[config.mk]
export PLATFORM = sky130hd
export DESIGN_NAME = envelope_scheduler
export DESIGN_NICKNAME = d
export VERILOG_FILES = /design/src/rtl/protocol_pkg.sv /design/src/rtl/env_sched_pkg.sv /design/src/rtl/envelope_step.sv /design/src/rtl/envelope_scheduler.sv
export SDC_FILE = /design/constraint.sdc
export NUM_CORES = 1
export LEC_CHECK = 0
export BUFFER_PORTS_ARGS = -buffer_cell sky130_fd_sc_hd__buf_2
export CAP_MARGIN = 10
export CORE_AREA = 2 2 313 315
export CTS_CLUSTER_SIZE = 20
export DETAILED_ROUTE_END_ITERATION = 16
export DIE_AREA = 0 0 315 317
export HOLD_SLACK_MARGIN = 0.05
export PLACE_DENSITY = 0.46
export SLEW_MARGIN = 15
export SYNTH_ARGS = -nofsm -noshare
export SYNTH_HDL_FRONTEND = slang
export SYNTH_SLANG_ARGS = --single-unit
[constraint.sdc]
create_clock -name clk -period 18.2 [get_ports clk]
set_clock_uncertainty 0.2 [all_clocks]
set_input_delay 1.82 -clock clk [delete_from_list [all_inputs] [get_ports clk]]
set_output_delay 1.82 -clock clk [all_outputs]
set_load 0.02 [all_outputs]
[src/rtl/protocol_pkg.sv]
// Configuration types written by the MCU and decoded by the protocol receiver.
// Envelope lists are stored per oscillator as packed (rate, duration) pairs.
`ifndef N_OSCILLATORS
`define N_OSCILLATORS 4
`endif
`ifndef ENVELOPE_LEN
`define ENVELOPE_LEN 3
`endif

package protocol_pkg;

   localparam int N_OSCILLATORS = `N_OSCILLATORS;
   localparam int ENVELOPE_LEN  = `ENVELOPE_LEN;

   typedef struct packed {
      logic [31:0] rate;
      logic [31:0] duration;
   } envelope_t;

   typedef struct packed {
      envelope_t [N_OSCILLATORS-1:0][ENVELOPE_LEN-1:0] envelopes;
   } synth_t;

endpackage

[src/rtl/env_sched_pkg.sv]
// Shared types for the envelope scheduler: scan FSM encoding, per-oscillator
// state record and the saturating gain accumulator.
package env_sched_pkg;

   import protocol_pkg::*;

   localparam int STAGE_W = $clog2(ENVELOPE_LEN + 1);

   typedef enum logic [0:0] {
      IDLE = 1'b0,
      SCAN = 1'b1
   } sched_state_e;

   typedef struct packed {
      logic [STAGE_W-1:0] stage;
      logic [31:0]        remaining;
      logic [31:0]        gain;
   } env_state_t;

   // Unsigned gain plus signed rate, clamped to [0, 2^32-1] using 34-bit headroom.
   function automatic logic [31:0] sat_add(input logic [31:0] gain, input logic [31:0] rate);
      logic [33:0] sum;
      sum = {2'b00, gain} + {{2{rate[31]}}, rate};
      if (sum[33]) begin
         sat_add = 32'd0;
      end else if (sum[32]) begin
         sat_add = 32'hFFFF_FFFF;
      end else begin
         sat_add = sum[31:0];
      end
   endfunction

endpackage

[src/rtl/envelope_step.sv]
// Combinational single-oscillator envelope update: restart, hold, stage advance
// and saturating gain ramp for one sample tick.
module envelope_step
   import protocol_pkg::*;
   import env_sched_pkg::*;
#(
   parameter int ENV_LEN = ENVELOPE_LEN
) (
   input  env_state_t               cur,
   input  logic                     pending,
   input  envelope_t [ENV_LEN-1:0]  envs,
   output env_state_t               nxt,
   output logic [31:0]              gain
);

   localparam logic [STAGE_W-1:0] DONE = STAGE_W'(ENV_LEN);

   logic [STAGE_W-1:0] adv_stage_s;
   logic [31:0]        adv_dur_s;
   logic [31:0]        cur_rate_s;
   logic [31:0]        dec_rem_s;
   logic [31:0]        acc_gain_s;

   // Look up the current rate and the duration of the following stage (0 once past the end).
   always_comb begin
      adv_stage_s = cur.stage + STAGE_W'(1);
      adv_dur_s   = 32'd0;
      cur_rate_s  = 32'd0;
      for (int k = 0; k < ENV_LEN; k++) begin
         adv_dur_s  = (adv_stage_s == STAGE_W'(k)) ? envs[k].duration : adv_dur_s;
         cur_rate_s = (cur.stage == STAGE_W'(k)) ? envs[k].rate : cur_rate_s;
      end
      dec_rem_s  = cur.remaining - 32'd1;
      acc_gain_s = sat_add(cur.gain, cur_rate_s);
   end

   // Priority: restart, finished hold, zero-duration skip, ramp.
   always_comb begin
      nxt  = cur;
      gain = cur.gain;
      if (pending) begin
         nxt.gain      = 32'd0;
         nxt.stage     = '0;
         nxt.remaining = envs[0].duration;
         gain          = 32'd0;
      end else if (cur.stage == DONE) begin
         nxt  = cur;
         gain = cur.gain;
      end else if (cur.remaining == 32'd0) begin
         nxt.stage     = adv_stage_s;
         nxt.remaining = adv_dur_s;
      end else begin
         nxt.gain = acc_gain_s;
         gain     = acc_gain_s;
         if (dec_rem_s == 32'd0) begin
            nxt.stage     = adv_stage_s;
            nxt.remaining = adv_dur_s;
         end else begin
            nxt.remaining = dec_rem_s;
         end
      end
   end

endmodule

[src/rtl/envelope_scheduler.sv]
// Time-multiplexed envelope sequencer: one oscillator per clock after each
// sample tick, streaming post-step gains to the amplitude/mixer datapath.
`ifndef N_OSCILLATORS
`define N_OSCILLATORS 4
`endif
`ifndef ENVELOPE_LEN
`define ENVELOPE_LEN 3
`endif

module envelope_scheduler
   import protocol_pkg::*;
   import env_sched_pkg::*;
#(
   parameter int N_OSC   = `N_OSCILLATORS,
   parameter int ENV_LEN = `ENVELOPE_LEN,
   parameter int IDX_W   = $clog2(N_OSC)
) (
   input  logic               clk,
   input  logic               reset,
   input  logic               sample_tick,
   input  synth_t             synth,
   input  logic [N_OSC-1:0]   note_on,
   output logic [31:0]        gain_out,
   output logic [IDX_W-1:0]   gain_idx,
   output logic               gain_valid,
   output logic               busy,
   output logic [N_OSC-1:0]   active,
   output logic               overrun
);

   localparam logic [0:0]         ST_IDLE = IDLE;
   localparam logic [0:0]         ST_SCAN = SCAN;
   localparam logic [STAGE_W-1:0] DONE    = STAGE_W'(ENV_LEN);
   localparam logic [IDX_W-1:0]   LAST    = IDX_W'(N_OSC - 1);

   logic [0:0]       state_r;
   logic [IDX_W-1:0] idx_r;
   env_state_t       st_r [N_OSC];
   logic [N_OSC-1:0] pending_r;
   logic             scanning_s;
   env_state_t       cur_s;
   env_state_t       nxt_s;
   logic [31:0]      step_gain_s;
   logic [N_OSC-1:0] clr_s;
   logic [N_OSC-1:0] active_s;

   assign scanning_s = (state_r == ST_SCAN);
   assign busy       = scanning_s;
   assign cur_s      = st_r[idx_r];

   envelope_step #(
      .ENV_LEN (ENV_LEN)
   ) u_step (
      .cur     (cur_s),
      .pending (pending_r[idx_r]),
      .envs    (synth.envelopes[idx_r]),
      .nxt     (nxt_s),
      .gain    (step_gain_s)
   );

   // Pending clear mask for the oscillator in its processing cycle, and live stage status.
   always_comb begin
      clr_s    = '0;
      active_s = '0;
      for (int i = 0; i < N_OSC; i++) begin
         clr_s[i]    = scanning_s && (idx_r == IDX_W'(i));
         active_s[i] = (st_r[i].stage != DONE);
      end
   end

   // Scan FSM, per-oscillator state, note_on capture and registered outputs.
   always_ff @(posedge clk) begin
      if (reset) begin
         state_r    <= ST_IDLE;
         idx_r      <= '0;
         pending_r  <= '0;
         gain_out   <= 32'd0;
         gain_idx   <= '0;
         gain_valid <= 1'b0;
         active     <= '0;
         overrun    <= 1'b0;
         for (int i = 0; i < N_OSC; i++) begin
            st_r[i].stage     <= DONE;
            st_r[i].remaining <= 32'd0;
            st_r[i].gain      <= 32'd0;
         end
      end else begin
         // A note_on coinciding with the oscillator's own slot survives the clear.
         pending_r  <= note_on | (pending_r & ~clr_s);
         active     <= active_s;
         gain_valid <= scanning_s;
         gain_idx   <= scanning_s ? idx_r : '0;
         gain_out   <= scanning_s ? step_gain_s : 32'd0;
         case (state_r)
            ST_IDLE: begin
               if (sample_tick) begin
                  state_r <= ST_SCAN;
                  idx_r   <= '0;
               end else begin
                  state_r <= ST_IDLE;
               end
            end
            ST_SCAN: begin
               st_r[idx_r] <= nxt_s;
               if (sample_tick) begin
                  overrun <= 1'b1;
               end else begin
                  overrun <= overrun;
               end
               if (idx_r == LAST) begin
                  state_r <= ST_IDLE;
                  idx_r   <= '0;
               end else begin
                  idx_r   <= idx_r + IDX_W'(1);
               end
            end
            default: begin
               state_r <= ST_IDLE;
               idx_r   <= '0;
            end
         endcase
      end
   end

endmodule

Yosys cells after proc, flatten, opt, wreduce, memory -nomap -nowiden
Memory sizes are Yosys's and may differ from the RTL's. A register that Yosys moved wholly into a read port is not among the register bits.
Cells that the tools add are included.
W data, S select, Z words.
{ "totals": {"regBits": 47, "in_bits": 775, "ramBits": 264, "mem_count": 1, "output_inout_bits": 41, "wordCells": 79} }
{ "mem_list": {"columns": ["memory", "depth", "word_bits", "rd", "rd_ports_with_merged_regs", "wr", "line", "rtl"], "rows": [
  ["st_r", 4, 66, 5, 1, 4, "envelope_scheduler.sv:38", "env_state_t st_r [N_OSC];"]
]} }
{ "op_classes": {"n_mux": 35, "n_bitwise": 4, "eq_ne": 13, "addsub": 4, "order_cmp": 1, "reduce_logical": 13} }
{ "op_table": {"columns": ["cell", "n"], "rows": [
  ["$bmux W192 S2", 1],
  ["$mux W32", 11],
  ["$mux W66", 3],
  ["$mux W192", 1],
  ["$reduce_or A66 Y1", 1],
  ["$logic_not A32 Y1", 2],
  ["$add A33 B32 Y34", 1],
  ["$mux W34", 1],
  ["$sub A32 B1 Y32 const B", 1],
  ["$mux W2", 6],
  ["$eq A2 B2 Y1 const B", 5],
  ["$ne A2 B2 Y1 const B", 5],
  ["$mux W1", 9],
  ["$eq A2 B1 Y1 const B", 3],
  ["$logic_not A2 Y1", 3],
  ["$add A2 B1 Y2 const B", 2],
  ["$and A4 B4 Y4", 1],
  ["$logic_and A1 B1 Y1", 4],
  ["$not A4 Y4", 1],
  ["$or A4 B4 Y4", 1],
  ["$pmux W2 S2", 1],
  ["$lt A2 B3 Y1 const B", 1],
  ["$reduce_or A3 Y1", 1],
  ["$bmux W1 S2", 1],
  ["4 further kinds", 4]
]} }

Logic depth before layout (Yosys ltp)
Gate-level depths: netlist of the first run.
{ "logic_depth": {"word_depth": 12, "mapped_depth": 26, "ltp_nobuf": 19} }

Cells and area by module
A second synthesis of the first run with hierarchy kept.
{ "unflattened": {"hier_cells": 2170, "area_unflattened_um2": 23500.0} }
{ "modules_own_cells": {"columns": ["module", "seq_area_each_um2", "cells_per_inst", "area_each_um2", "n_inst"], "rows": [
  ["envelope_scheduler", 8908.5, 1075, 17200.2, 1],
  ["envelope_step", 0.0, 1095, 6299.8, 1]
]} }

Worst setup path after synthesis of the first run
OpenSTA, ideal clock, no wires.
{ "synth_path": {"kind": "register to register", "start": "reg (tool-made name)", "end": "mem st_r[1][5] in the netlist's numbering, data pin", "period_less_slack_ps": 6876, "path_buffers": 9, "stages_incl_launch_ff": 27, "t_arrival_ps": 6403, "required_ps": 17727, "path_slack_ps": 11324, "setup_time_ps": 273, "path_cell_list": "dfxtp_1 buf_6 buf_6 buf_6 buf_2 mux4_2 inv_1 ha_1 clkbuf_1 buf_1 clkbuf_1 clkbuf_1 a22oi_1 o21ai_0 ha_1 a21oi_1 and4b_1 o21ai_0 a2111oi_0 o21a_1 nor4_1 o21ba_2 or3_1 clkbuf_1 nor4b_1 a211oi_1 nor2_1"} }
{ "synth_lines": {"columns": ["item", "line"], "rows": [
  ["end, declared", "envelope_scheduler.sv:38"]
]} }

==> results of run 1 <==
==> worst register-to-register path, cell delays in order (launching register included) <==
cell,delay [ns]
dfxtp_4,0.64
mux4_2,0.62
inv_1,0.19
ha_4,0.65
nor2b_4,0.06
buf_4,0.27
a22oi_1,0.44
o21ai_0,0.17
ha_1,0.27
fa_1,0.46
a21o_1,0.19
a21o_1,0.20
a211oi_1,0.37
o21ai_0,0.34
o2111ai_1,0.27
nand2_1,0.13
o21a_1,0.23
o211ai_1,0.71
buf_4,0.37
o21ai_0,0.28
o22ai_1,0.19
==> final timing paths <==
path / to / cells past startpoint / start
worst max register to register: st_r[0][19] / 20 / flop
worst min register to register: pending_r[1] / 2 / pending_r[1]
worst max-delay path: st_r[0][19] / 20 / flop
worst min-delay path: pending_r[1] / 2 / pending_r[1]
==> area by class of cell <==
class	count	area [sq um]	area share (%)
multi-input combinational	1317	12140	42.66
tap	1276	1597	5.608
clock buffer	51	1071	3.762
inverter	32	120.1	0.4219
antenna	20	50.05	0.1758
sequential	313	8921	31.34
timing repair buffer	848	4339	15.24
clock inverter	21	225.2	0.7911
==> layer usage <==
layer  global-route usage [%]  up-vias  share of wire, %
li1                         -     8732                 -
met1                    30.85    10120                42
met2                    38.95     1030                47
met3                    6.000      158               8.5
met4                    5.584       16               2.4
met5                        0        -             0.086
==> synth_stat cells, drive strengths merged, types with 4 or more instances <==
master and n:
mux4 258, nand3 18, nand3b 5, ha 44
nor4 11, xnor2 19, nand2b 6, a22o 4
clkbuf 97, nor2b 9, and2 13, a21oi 73
a2bb2oi 13, or2 7, a22oi 52, xor2 18
a211oi 4, a21boi 5, a31oi 8, nand4 12
o31ai 13, nor3 36, edfxtp 264, nor2 287
a221o 11, dfxtp 49, o21a 10, o21ai 77
o21bai 8, buf 50, inv 32, o211ai 7
o2111ai 4, a21o 28, or3 11, nand2 122
a221oi 4, o31a 6, o22ai 71
==> registers in the layout, summed over array words and instances (netlist names), named ones only <==
name,cells
gain_out,32
st_r,264
idx_r,2
overrun,1
gain_idx,2
active,4
gain_valid,1
busy,1
pending_r,4
==> metrics by stage <==
stage	cell area, sq um	hold slack, ns
after floorplan	21700	0.2209
after global placement	27120	0.2411
after detailed placement	27120	0.2446
after CTS	28420	0.2548
after global routing	28430	0.2834
final	28470	0.2527
==> cells by family after synthesis <==
| group | Yosys count | share of synthesized area [%] |
|---|---|---|
| simple gates | 553 | 11.54 |
| xor+xnor | 37 | 1.493 |
| fa+ha+maj | 45 | 2.629 |
| mux | 263 | 27.02 |
| compound gates | 419 | 12.89 |
| buf+inv | 179 | 3.373 |
| flops | 313 | 41.05 |
==> where the power goes <==
part	total [mW]	internal [mW]	switching [mW]
clock network	0.792	0.463	0.330
logic	0.571	0.239	0.332
registers	0.827	0.813	0.0135
total	2.19	1.52	0.675
==> reports/qor.yml, run 1 <==
synth-edff-count: 264
ir_drop_v: 0.00005683
final_max_slew_viol_count: 0
crit_required_ns: 18.37
mostFrequentLayoutCells: "815 x buf_2, 286 x nor2_1, 264 x edfxtp_1"
grt_max_degree: 89
hold_viol_final: 0
synth_top_flop_cell: "edfxtp_1"
clk_pin_slew_ns: 0.06
gr-total-overflow: 0
drive_gt1_share_pct: 47.29
ys_types: 81
reg2reg_setup_slack_ns: 10.77
async_reset_ff_share_pct: 0
arrival_ns: 7.61
cts.sinks: 313
dieWidth_microns: 315
finalSetupTns_ns: 0
cts_buffer_depth: 3
run_status: "completed"
wl_per_cell_microns: 31.35
firstDrtPassIters: 5
setup_viol: 0
grt_usage_pct: 23.56
cts_tree: "yes"
fin_nets: 3371
critical_path_buf_inv_count: 3
num_vias: 20050
critPathSlowestCell: "o211ai_1"
globalplace.congestion: 0.9605
syn_to_final_growth_pct: 31.18
cp_max_fo: 46
end_kind: "flop"
cts_resized: 0
slew_headroom_pct: 27.58
core.rowCount: 114
period_needed_ns: 7.434
final_common_cell: "buf_2"
initial_core_util_pct: 22.54
fmax_mhz: 134.5
h-tree-depth: 2
fin_crit_sh_pct: 40.85
crit_path_start_kind: "flop"
drv_cap: 0
post-route-util_pct: 29.57
via_per_inst: 5.170
netlist_area_sq_um: 21700
avgSynthCellArea_sq_um: 12.00
ant_nets: 0
coreArea_sq_um: 96280
drt_iter0_markers: 1707
io_pins: 816
die_area_sq_um: 99860
fillers: 10190
clock_latency_ns: 0.57
synthesis.nets: 2629
ys_top_cells_by_area: "edfxtp_1 37%, mux4_2 27%, nor2_1 4.9%, dfxtp_1 4.5%, ha_1 2.5%"
cts_setup_buffers: 0
criticalPathCategory: "reg2reg"
slowest_delay_ns: 0.71
path_cells: "mux4_2, inv_1, ha_4, nor2b_4, buf_4, a22oi_1, o21ai_0, ha_1, fa_1, a21o_1, a21o_1, a211oi_1, o21ai_0, o2111ai_1, nand2_1, o21a_1, o211ai_1, buf_4, o21ai_0, o22ai_1"
grt_pass1_wl_microns: 163100
ys_seq_area_share_pct: 41.05
io_buffers: 815
rsz0062_at_grt: "false"
cts_made_buffers: 39
netlist_instances: 1809
cts.hold.buffers_added: 0
place_ws_ns: 10.62
ys_ff_latch: 313
tightest_slew_ns: 1.086
wl_microns: 121600
hpwl_microns: 97500
synth_top_area_share_pct: 36.53
power.density_nw_per_um2: 76.95
stdcell_count: 3878
drc_errors: 0
clockRootBuffer: "clkbuf_16"
yosys.area.top_type: "edfxtp_1"
grt_pass1_vias: 20530
hold_path_class: "reg2reg"
path_delay_family: "compound AO/OA/AOI/OAI gates"
grt_antenna_before_repair: 67
fin_ws_ns: 10.77
placed_cells: 3786
p_leak_nw: 10.98
die_h_microns: 317
power_mw: 2.191
ys_warn_count: 0
crit_top_cell: "o21ai_0"
Power figures use the tool's default switching activity.
==> inputs of run 2 (changes only) <==
--- a/config.mk
+++ b/config.mk
@@ -7,12 +7,12 @@
 export LEC_CHECK = 0
 export BUFFER_PORTS_ARGS = -buffer_cell sky130_fd_sc_hd__buf_2
 export CAP_MARGIN = 10
-export CORE_AREA = 2 2 313 315
+export CORE_AREA = 2 2 316 318
 export CTS_CLUSTER_SIZE = 20
 export DETAILED_ROUTE_END_ITERATION = 16
-export DIE_AREA = 0 0 315 317
+export DIE_AREA = 0 0 318 320
 export HOLD_SLACK_MARGIN = 0.05
-export PLACE_DENSITY = 0.46
+export PLACE_DENSITY = 0.45
 export SLEW_MARGIN = 15
 export SYNTH_ARGS = -nofsm -noshare
 export SYNTH_HDL_FRONTEND = slang
==> constraint.sdc (replaced) <==
create_clock -name clk -period 7 [get_ports clk]
set_clock_uncertainty 0.2 [all_clocks]
set_input_delay 0.7 -clock clk [delete_from_list [all_inputs] [get_ports clk]]
set_output_delay 0.7 -clock clk [all_outputs]
set_load 0.02 [all_outputs]
==> run 2 against run 1 <==
Net effect: wire length rose by 4.9%; total power rose to 2.6 times the previous value; flip-flop and latch count did not move; sequential power rose to 2.6 times the previous value; maximum frequency rose by 21%; sequential share of layout area fell by 0.14 points; register-to-register slack got worse by 9.9 ns; global-route usage rose by 0.87 points; clock power rose to 2.6 times the previous value.
==> reports/qor.yml, run 2 (same netlist as run 1, synthesis figures left out) <==
run_status: "completed"
regMostFlops: "st_r"
cp_max_fo: 37  # -20%
drt_iter0_markers: 1907  # +12%
gr-total-overflow: 0  # unchanged
arrival_ns: 6.35  # -1.26 ns
crit_required_ns: 7.20  # -11.17 ns
cts_resized: 0  # unchanged
wl_microns: 127500  # +4.9%
num_vias: 20300  # +1.2%
mostFrequentLayoutCells: "815 x buf_2, 286 x nor2_1, 264 x edfxtp_1"
wl_per_cell_microns: 32.70  # +4.3%
place_ws_ns: 0.8310  # -9.787 ns
criticalPathCategory: "reg2reg"
grt_max_degree: 57  # -36%
tightest_slew_ns: 1.065  # -0.02130 ns
fin_ws_ns: 0.8498  # -9.916 ns
largest_reg_flops: 264  # unchanged
period_needed_ns: 6.150  # -1.284 ns
cts_setup_buffers: 0  # unchanged
slew_headroom_pct: 29.00  # +1.4 points
fmax_mhz: 162.6  # +21%
drc_errors: 0  # unchanged
end_kind: "flop"
syn_to_final_growth_pct: 31.77
hpwl_microns: 102700  # +5.4%
final_common_cell: "buf_2"
setup_viol: 0  # unchanged
fin_nets: 3383  # +0.36%
cts_buffer_depth: 3  # unchanged
firstDrtPassIters: 5  # unchanged
drv_cap: 0  # unchanged
io_pins: 816  # unchanged
reg.largest.list: "st_r: 264 flops, gain_out: 32 flops"
p_leak_nw: 11.04  # +0.46%
grt_usage_pct: 24.43  # +0.87 points
clockRootBuffer: "clkbuf_16"
dieWidth_microns: 318  # +0.95%
die_h_microns: 320  # +0.95%
cts_made_buffers: 39  # unchanged
cts.sinks: 313  # unchanged
grt_pass1_wl_microns: 172200  # +5.6%
clk_pin_slew_ns: 0.06  # about the same
io_buffers: 815  # unchanged
die_area_sq_um: 101800  # +1.9%
crit_path_start_kind: "flop"
h-tree-depth: 2  # unchanged
fin_crit_sh_pct: 87.86  # +47 points
via_per_inst: 5.203  # +0.63%
clock_latency_ns: 0.57  # about the same
ir_drop_v: 0.0001419  # +150%
cts_tree: "yes"
final_max_slew_viol_count: 0  # unchanged
globalplace.congestion: 0.9450  # -1.6%
coreArea_sq_um: 97990  # +1.8%
finalSetupTns_ns: 0  # unchanged
hold_viol_final: 0  # unchanged
grt_antenna_before_repair: 75  # +12%
drive_gt1_share_pct: 47.28  # about the same
hold_path_class: "in2reg"
rsz0062_at_grt: "false"
power.density_nw_per_um2: 200.5  # +160%
grt_pass1_vias: 20720  # +0.91%
ant_nets: 0  # unchanged
cts.hold.buffers_added: 0  # unchanged
core.rowCount: 115  # +0.88%
initial_core_util_pct: 22.15  # -0.39 points
[run 2: path summary, 6_finish.rpt]
check,startpoint,to,slack (ns),cells past startpoint
setup / recovery,flop,st_r[3][5],0.85,19
hold / removal,note_on[3],pending_r[3],0.19,3
setup reg to reg,flop,st_r[3][5],0.85,19
hold reg to reg,pending_r[1],pending_r[1],0.25,2
[run 2: layer usage]
metal | share of wire, % | vias up | global-route usage [%]
met5 | 0.17 | - | 0
met4 | 3.0 | 30 | 6.159
met3 | 9.0 | 181 | 6.712
met2 | 47 | 1043 | 40.31
met1 | 41 | 10290 | 31.55
li1 | - | 8757 | -
[run 2: per-stage QoR]
stage                     cell area (sq um)  instances  hold slack, ns  total power, mW  utilization (%)
final                                 28600       3901          0.1914            5.735            29.18
after global routing                  28560       3887          0.1799            5.955            29.15
after CTS                             28540       3880          0.1612            5.783            29.13
after detailed placement              27270       3809          0.2426            3.725            27.83
after global placement                27270       3809          0.2387            3.730            27.83
after floorplan                       21700       1809          0.2209            3.045                -
[run 2: area by class of cell]
cell class,count,area [sq um]
Fill cell,10370,69390
Multi-Input combinational cell,1317,12140
Sequential cell,313,8921
Timing Repair Buffer,860,4479
Tap cell,1287,1610
Clock buffer,53,1081
Clock inverter,18,192.7
Inverter,32,120.1
Antenna cell,21,52.55
[run 2: critical path, stage by stage (launching register included)]
cell and delay [ns]:
dfxtp_4 0.37, mux4_2 0.55, inv_1 0.19, ha_4 0.40
buf_4 0.30, buf_4 0.49, a22oi_1 0.21, o21ai_0 0.36
ha_1 0.29, a21oi_1 0.08, o21ai_0 0.26, or2_2 0.20
or3_1 0.11, o2111ai_1 0.16, o21ba_2 0.24, or3_1 0.60
nor4b_1 0.53, a211oi_1 0.09, buf_4 0.21, nor2_1 0.10
[run 2: power by group]
group          internal [mW]  total (mW)  switching, mW
sequential              2.12        2.15         0.0386
clock                   1.20        2.06          0.857
combinational          0.632        1.52          0.889
==> inputs of run 3 (changes only) <==
--- a/config.mk
+++ b/config.mk
@@ -5,14 +5,15 @@
 export SDC_FILE = /design/constraint.sdc
 export NUM_CORES = 1
 export LEC_CHECK = 0
+export ABC_AREA = 1
 export BUFFER_PORTS_ARGS = -buffer_cell sky130_fd_sc_hd__buf_2
-export CAP_MARGIN = 10
-export CORE_AREA = 2 2 316 318
+export CAP_MARGIN = 0
+export CORE_AREA = 2 2 319 321
 export CTS_CLUSTER_SIZE = 20
 export DETAILED_ROUTE_END_ITERATION = 16
-export DIE_AREA = 0 0 318 320
+export DIE_AREA = 0 0 321 323
 export HOLD_SLACK_MARGIN = 0.05
-export PLACE_DENSITY = 0.45
+export PLACE_DENSITY = 0.47
 export SLEW_MARGIN = 15
 export SYNTH_ARGS = -nofsm -noshare
 export SYNTH_HDL_FRONTEND = slang
==> run 3 against run 2 <==
Net effect: via count rose by 44%; total power up 19%; cell area grew 6.2%; flip-flop and latch count is the same; clock power down 11%; count of clock-buffer cells in the layout decreased by 3; critical path type unchanged; largest cell class unchanged; largest power group is now combinational logic.
==> reports/qor.yml, run 3 <==
arrival_ns: 5.89  # -0.46 ns
crit_path_start_kind: "flop"
placed_cells: 5420  # +42%
critPathSlowestCell: "buf_4"
grt_pass1_wl_microns: 215500  # +25%
cts_made_buffers: 35  # -10%
drive_gt1_share_pct: 23.74  # -24 points
syn_to_final_growth_pct: 26.62
async_reset_ff_share_pct: 0  # unchanged
crit_required_ns: 7.05  # -0.15 ns
coreArea_sq_um: 100700  # +2.8%
ant_nets: 0  # unchanged
stdcell_count: 5547  # +42%
die_area_sq_um: 103700  # +1.9%
power_mw: 6.812  # +19%
reg.largest.list: "st_r: 264 flops, gain_out: 32 flops"
hold_viol_final: 0  # unchanged
synthesis.nets: 4320  # +64%
die_h_microns: 323  # +0.94%
core.rowCount: 117  # +1.7%
wl_per_cell_microns: 28.83  # -12%
netlist_area_sq_um: 23970  # +10%
firstDrtPassIters: 6  # +1
largest_reg_flops: 264  # unchanged
ys_warn_count: 0  # unchanged
drc_errors: 0  # unchanged
grt_antenna_before_repair: 97  # +29%
hold_path_depth: 3  # unchanged
worstRegToRegCells: 21  # +2
cts_buffer_depth: 3  # unchanged
io_buffers: 815  # unchanged
yosys.area.top_type: "edfxtp_1"
grt_usage_pct: 29.56  # +5.1 points
cts.sinks: 313  # unchanged
fin_crit_sh_pct: 83.43  # -4.4 points
via_per_inst: 5.263  # +1.2%
period_needed_ns: 5.840  # -0.3098 ns
slew_headroom_pct: 24.29  # -4.7 points
globalplace.congestion: 1.016  # +7.5%
gr-total-overflow: 0  # unchanged
drt_iter0_markers: 2692  # +41%
rsz0062_at_grt: "false"
h-tree-depth: 2  # unchanged
fin_nets: 4968  # +47%
fillers: 11390  # +9.8%
cts_tree: "yes"
io_pins: 816  # unchanged
regMostFlops: "st_r"
synth_top_flop_cell: "edfxtp_1"
ys_top_cells_by_area: "edfxtp_1 33%, nand2_1 12%, nor2_1 11%, o21ai_0 9.0%, a21oi_1 6.0%"
dieWidth_microns: 321  # +0.94%
initial_core_util_pct: 23.80  # +1.7 points
clock_latency_ns: 0.55  # -0.02 ns
finalSetupTns_ns: 0  # unchanged
wl_microns: 159900  # +25%
end_kind: "flop"
num_vias: 29200  # +44%
setup_viol: 0  # unchanged
grt_pass1_vias: 27950  # +35%
path_cells: "inv_4, buf_4, buf_4, nor2_1, o22ai_1, ha_1, fa_1, nand2_1, a31oi_1, nand2_1, nand2_1, a21oi_1, o21ai_0, nand3_1, nand3_1, nand2_1, buf_4, inv_1, a21oi_1, o21ai_1, nor2_1"
synth_common_cells: "741 x nand2_1, 725 x nor2_1, 429 x o21ai_0, 287 x a21oi_1, 264 x edfxtp_1"
run_status: "completed"
hpwl_microns: 127300  # +24%
synth_top_area_share_pct: 33.07  # -3.5 points
hold_path_class: "in2reg"
netlist_instances: 3500  # +93%
tightest_slew_ns: 1.132  # +0.06654 ns
cts_setup_buffers: 0  # unchanged
ys_ff_latch: 313  # unchanged
grt_max_degree: 101  # +77%
final_common_cell: "buf_2"
slowest_delay_ns: 0.75  # +0.15 ns
seqCellArea_sq_um: 8921  # unchanged
avgSynthCellArea_sq_um: 6.850  # -43%
clk_pin_slew_ns: 0.07  # about the same
postPlaceCellArea_sq_um: 29100  # +6.7%
multi_input_area_sq_um: 13570  # +12%
fmax_mhz: 171.2  # +5.3%
criticalPathCategory: "reg2reg"
power.density_nw_per_um2: 224.4  # +12%
ir_drop_v: 0.0001375  # -3.1%
mostFrequentLayoutCells: "815 x buf_2, 734 x nand2_1, 725 x nor2_1"
synth_most_common_cell: "nand2_1"
cp_max_fo: 79  # +110%
cts_resized: 0  # unchanged
ys_types: 53  # -35%
cts.hold.buffers_added: 0  # unchanged
p_leak_nw: 13.36  # +21%
ys_seq_area_share_pct: 37.16  # -3.9 points
drv_cap: 0  # unchanged
clockRootBuffer: "clkbuf_16"
crit_top_cell: "nand2_1"
final_area_sq_um: 30360  # +6.2%
final_max_slew_viol_count: 0  # unchanged
synth-edff-count: 264  # unchanged
## run 3: changes by cell type after synthesis, sizes merged, moves of 114 or more
cell,previous run,this run
nand2,122,769
nor2,287,734
o21ai,77,438
mux4,258,0
a21oi,73,287
nand3,18,174
clkbuf,97,211
## run 3: kinds of logic after synthesis
family	after synthesis	synth area share [%]
buffers and inverters	376	6.482
and+or+nand+nor	1707	28.64
AOI/OAI and AO/OA	1030	24.28
adders and majority gates	45	2.380
DFF	313	37.16
xor gates and xnor gates	29	1.059
## run 3: layer usage
metal | track usage (%) | wire length, microns | up-vias
met1 | 31.17 | 56800 | 13980
met3 | 7.000 | 12050 | 365
li1 | - | - | 13420
met5 | 0 | 212 | -
met2 | 52.37 | 78820 | 1399
met4 | 19.98 | 12050 | 32
## run 3: stage by stage
step	hold WS [ns]	util, %	setup WS [ns]
detailed placement	0.2535	28.90	1.251
global route	0.2011	30.07	0.6093
floorplan	0.2272	-	1.455
CTS	0.1742	29.98	1.224
global placement	0.2633	28.90	1.279
finish	0.1880	30.14	1.160
## run 3: critical path: cells and delay by family, from the launching register on
kind                     cells  cell delay (ns)
AO/OA/AOI/OAI                6             1.59
flip-flops                   1             0.48
AND/OR/NAND/NOR              8             0.79
adder cells (fa/ha/maj)      2             0.52
buffers and inverters        5             1.88
## run 3: final timing paths
check,start,to,slack (ns)
worst max-delay path,flop,st_r[2][12],1.16
worst min-delay path,note_on[0],pending_r[0],0.19
worst max register to register,flop,st_r[2][12],1.16
worst min register to register,st_r[3][64],active[3],0.26
## run 3: where the power goes
part | total (mW) | leakage, nW | switching [mW] | internal (mW)
combinational | 2.79 | 9.69 | 1.97 | 0.825
sequential | 2.18 | 3.13 | 0.0511 | 2.13
clock | 1.84 | 0.537 | 0.812 | 1.02
## run 3: area by class of cell
type | count | area share [%]
Timing Repair Buffer | 874 | 14.94
Antenna cell | 64 | 0.5276
Multi-Input combinational cell | 2811 | 44.69
Inverter | 113 | 1.463
Clock buffer | 50 | 3.240
Sequential cell | 313 | 29.39
Tap cell | 1309 | 5.395
Clock inverter | 13 | 0.3586
